## config.mk

```make
export PLATFORM = sky130hd
export DESIGN_NAME = lcd_cmd_seq
export DESIGN_NICKNAME = d
export VERILOG_FILES = /design/src/rtl/lcd_cmd_seq.sv
export SDC_FILE = /design/constraint.sdc
export NUM_CORES = 1
export LEC_CHECK = 0
export CORE_ASPECT_RATIO = 0.9
export CORE_MARGIN = 3
export CORE_UTILIZATION = 42
export CTS_CLUSTER_DIAMETER = 120
export DETAILED_ROUTE_END_ITERATION = 7
export PLACE_DENSITY = 0.77
export SYNTH_ARGS = -nofsm -noshare
export SYNTH_HDL_FRONTEND = slang
export SYNTH_SLANG_ARGS = --single-unit
```

## constraint.sdc

```tcl
create_clock -name i_clk -period 2.4 [get_ports i_clk]
set_clock_uncertainty 0.05 [all_clocks]
set_input_delay 0.48 -clock i_clk [delete_from_list [all_inputs] [get_ports i_clk]]
set_output_delay 0.48 -clock i_clk [all_outputs]
set_load 0.01 [all_outputs]
```

## src/rtl/lcd_cmd_seq.sv

```systemverilog
`timescale 1ns/1ps
// HD44780-style LCD write sequencer: runs power-up init, then one byte per valid/ready request.
// Latency: accept at edge k -> EN high in cycles k+1+T_SETUP..k+T_SETUP+T_EN; ready again after the exec wait.
// Backpressure: o_ready is high only in IDLE; the requester holds i_valid/i_rs/i_data until accepted.
module lcd_cmd_seq #(
    parameter int T_POWERUP   = 20,
    parameter int T_SETUP     = 2,
    parameter int T_EN        = 4,
    parameter int T_HOLD      = 2,
    parameter int T_EXEC      = 8,
    parameter int T_EXEC_LONG = 40
) (
    input  logic        i_clk,
    input  logic        i_reset,
    input  logic        i_valid,
    input  logic        i_rs,
    input  logic [7:0]  i_data,
    output logic        o_ready,
    output logic        o_init_done,
    output logic [31:0] o_io_lcd
);

    function automatic int max2(input int a, input int b);
        return (a > b) ? a : b;
    endfunction

    localparam int T_MAX = max2(max2(max2(T_POWERUP, T_SETUP), max2(T_EN, T_HOLD)),
                                max2(T_EXEC, T_EXEC_LONG));
    localparam int CW    = $clog2(T_MAX) + 1;

    // Counters hold "cycles remaining minus one" so a state lasts exactly T cycles.
    localparam logic [CW-1:0] LD_PWRUP = CW'(T_POWERUP - 1);
    localparam logic [CW-1:0] LD_SETUP = CW'(T_SETUP - 1);
    localparam logic [CW-1:0] LD_EN    = CW'(T_EN - 1);
    localparam logic [CW-1:0] LD_HOLD  = CW'(T_HOLD - 1);
    localparam logic [CW-1:0] LD_EXEC  = CW'(T_EXEC - 1);
    localparam logic [CW-1:0] LD_LONG  = CW'(T_EXEC_LONG - 1);

    typedef enum logic [2:0] {
        S_PWRUP,
        S_SETUP,
        S_EN_HI,
        S_HOLD,
        S_EXEC,
        S_IDLE
    } state_e;

    // Power-up init command list: function set, display on, clear, entry mode.
    function automatic logic [7:0] init_cmd(input logic [1:0] idx);
        logic [7:0] cmd;
        case (idx)
            2'd0:    cmd = 8'h38;
            2'd1:    cmd = 8'h0C;
            2'd2:    cmd = 8'h01;
            default: cmd = 8'h06;
        endcase
        return cmd;
    endfunction

    state_e          state_q, state_d;
    logic [CW-1:0]   cnt_q, cnt_d;
    logic            rs_q, rs_d;
    logic [7:0]      data_q, data_d;
    logic [1:0]      step_q, step_d;
    logic            done_q, done_d;
    logic            en;
    logic            long_wait;

    // Clear/home commands need the long execution wait.
    assign long_wait = !rs_q && (data_q[7:2] == 6'd0) && (data_q[1:0] != 2'd0);

    // State, counter, latched pin values and init progress.
    always_ff @(posedge i_clk) begin
        if (i_reset) begin
            state_q <= S_PWRUP;
            cnt_q   <= LD_PWRUP;
            rs_q    <= 1'b0;
            data_q  <= 8'h00;
            step_q  <= 2'd0;
            done_q  <= 1'b0;
        end else begin
            state_q <= state_d;
            cnt_q   <= cnt_d;
            rs_q    <= rs_d;
            data_q  <= data_d;
            step_q  <= step_d;
            done_q  <= done_d;
        end
    end

    // Next-state: count down in each timed state, advance and reload on expiry.
    always_comb begin
        state_d = state_q;
        cnt_d   = cnt_q;
        rs_d    = rs_q;
        data_d  = data_q;
        step_d  = step_q;
        done_d  = done_q;
        en      = 1'b0;
        if (cnt_q != '0) begin
            cnt_d = cnt_q - CW'(1);
        end
        case (state_q)
            S_PWRUP: begin
                if (cnt_q == '0) begin
                    state_d = S_SETUP;
                    cnt_d   = LD_SETUP;
                    rs_d    = 1'b0;
                    data_d  = init_cmd(2'd0);
                    step_d  = 2'd0;
                end
            end
            S_SETUP: begin
                if (cnt_q == '0) begin
                    state_d = S_EN_HI;
                    cnt_d   = LD_EN;
                end
            end
            S_EN_HI: begin
                en = 1'b1;
                if (cnt_q == '0) begin
                    state_d = S_HOLD;
                    cnt_d   = LD_HOLD;
                end
            end
            S_HOLD: begin
                if (cnt_q == '0) begin
                    state_d = S_EXEC;
                    cnt_d   = long_wait ? LD_LONG : LD_EXEC;
                end
            end
            S_EXEC: begin
                if (cnt_q == '0) begin
                    if (!done_q && (step_q != 2'd3)) begin
                        state_d = S_SETUP;
                        cnt_d   = LD_SETUP;
                        rs_d    = 1'b0;
                        data_d  = init_cmd(step_q + 2'd1);
                        step_d  = step_q + 2'd1;
                    end else begin
                        state_d = S_IDLE;
                        done_d  = 1'b1;
                    end
                end
            end
            S_IDLE: begin
                if (i_valid) begin
                    state_d = S_SETUP;
                    cnt_d   = LD_SETUP;
                    rs_d    = i_rs;
                    data_d  = i_data;
                end
            end
            default: begin
                state_d = S_PWRUP;
                cnt_d   = LD_PWRUP;
            end
        endcase
    end

    // Reset forces every output low immediately, including a pulse in flight.
    assign o_ready     = !i_reset && (state_q == S_IDLE);
    assign o_init_done = !i_reset && done_q;
    assign o_io_lcd    = i_reset ? 32'h0 : {1'b1, 20'd0, en, rs_q, 1'b0, data_q};

endmodule

```

==> metrics <==
Worst-path clk slew=0.08 ns; Ports=46; row cnt=19; total CTS buffers=3; routed wire length per instance=12.4 µm; Final Util=57.4%; post-synthesis cell area=roughly 1400 µm²; CP endpoint kind=output pin; R2R Setup Slk=0.23 ns; Starting Density=a little under half; Final min period=between 2 and 2.5 ns; area leader, netlist=dfxtp_1; fin crit share=94.1%; GR Overflow Total=0; total negative slack=0 ns; Startpoint Class=flop; DRT Pass-1 Iters=4; Worst Setup EP=o_io_lcd[10]; vias in the first global route=about 1100; first-pass GRT wire length=between 5000 and 6000 µm; placeable core area=between 3000 and 4000 µm²; Finished Layout Cells=~250; Routed WL=3120 µm; Crit Path Category=flop to output pin; Critical R2R Capture=cnt_q[0]; die footprint=about 4200 µm²; Post-Syn Instances=about 170; unrepaired setup endpoints after global routing=false; H-tree depth=1; Post-DRT Antenna Nets=0; largest net degree at the start of global routing=16; via/cell ratio=5.00; PD cells=around 460 nW/µm²; synth-to-layout area growth=26.0%; Critical Path AT=around 1.7 ns; layout cells sized above 1=about 16%; launch point of the critical path=state_q[1]; Max Clk Rate=~440 MHz; worst r2r src=cnt_q[0]; Hold WS=~0.45 ns; Final setup viols=0; share of the synthesized area in the top cell type=just over 30%; Final Max Slew Viols=0; All-Layer GR Usage=16.4%; Fin. Hold Viols=0; top-count cell post-synth=dfxtp_1; clock latency on the worst-skew pair=between 0.2 and 0.3 ns; Total Power=~830 µW; Primary FF master, synth=dfxtp_1; I/O Buffers=24; CTS sink cnt=22; n_diodes=0; CTS tree=done; synthesis-stage register bit count=22; hold crit path type=flop to flop; Synth cell types=42; antenna violations before repair=0; Static Leak=roughly 0.00075 µW; DRT iter0 DRCs=64; max-capacitance violation count=0; Die W=approximately 68 µm; Post-synth top cells=dfxtp_1, buf_4, nor2_1; Area contributors post-synth=dfxtp_1, buf_4, ha_1, nor2b_1, mux2_2; crit path max fanout=7; reg2reg path depth=8; Root Driver=clkbuf_8; drt drc=0; Die Ht=a little over 60 µm; GPL Wtd Cong=roughly 0.81; outcome=finished clean; number of synthesized flops with an enable pin=0; Crit path required time=around 1.9 ns; Async SR Flop Fraction=0%; nets=about 230; placed cells=roughly 250; vias post-DR=1254; syn avg cell area=between 8 and 9 µm²; worst vdd ir=288 µV; hpwl dp=2500 µm; sequential fraction of the synthesis area=roughly 31%; Max Buffers Root-to-Sink=2; YS warnings=0
-- how the worst min path moves through the flow --
stage                start      to  cells past startpoint
floorplan           done_q  done_q                      2
global placement    done_q  done_q                      2
detailed placement  done_q  done_q                      2
CTS                 done_q  done_q                      2
global route        done_q  done_q                      2
finish              done_q  done_q                      2
-- layer usage --
layer  GRT usage [%]  wire length, µm
met5               0                0
met4            2.60               13
met3            4.56              204
met2            23.9             1360
met1            24.3             1540
-- power by group --
part	switching [µW]	internal, µW
Sequential	10.5	373
Combinational	51.5	45.6
Clock	126	223
-- worst max-delay path, cell delays in order (launching register included) --
cell and delay [ns]:
dfxtp_1 0.45, nor2b_1 0.29, and3_1 0.20, clkdlybuf4s50_1 0.53
-- through the flow --
step	worst slack, ns	instance area [µm²]
global placement	-0.0342	1750
floorplan	0.133	1520
CTS	0.125	1820
finish	0.142	1820
global route	0.0404	1820
detailed placement	-0.105	1750
-- logic make-up (layout without fill, tap and decap cells) --
family                     after synthesis  in the layout  share of synthesized area, %
AOI/OAI and AO/OA                       34             34                          16.1
buffers and inverters                   34             51                          14.3
adders and majority gates                7              7                          6.08
muxes                                    8              8                          5.99
DFF                                     22             22                          30.6
and+or+nand+nor                         61             61                          23.7
xor gates and xnor gates                 5              5                          3.04
other                                    1             21                         0.260
-- cell type report --
cell class	instances	area [µm²]
well taps	42	52.6
multi-input cells	136	870
clock inverters	1	30.0
clock buffers	3	41.3
repair buffers	39	352
inverters	8	30.0
fillers	293	1350
flip-flops and latches	22	440
-- cell usage in the layout (no fill, tap or decap), drive strengths merged, types with 4 or more instances in the layout --
cell type      count
clkdlybuf4s50     23
dfxtp             22
conb              21
buf               15
nor2              13
nor2b             12
a21oi             11
nand2             11
o21ai              9
inv                8
ha                 7
nor3               6
mux2               5
nand3              4
o31ai              4
-- sequential cells by signal, indices dropped and copies added (netlist names) --
signal and flops:
data_q 8, state_q 3, rs_q 1, cnt_q 7
done_q 1, step_q 2
-- repair_timing --
item	in CTS	in global routing
gates resized for setup	1	0
hold buffers	0	0
setup endpoints to repair	10	0
endpoints found under the hold margin	0	0
buffers inserted	0	0
No activity file was read; power rests on OpenSTA's default activity.
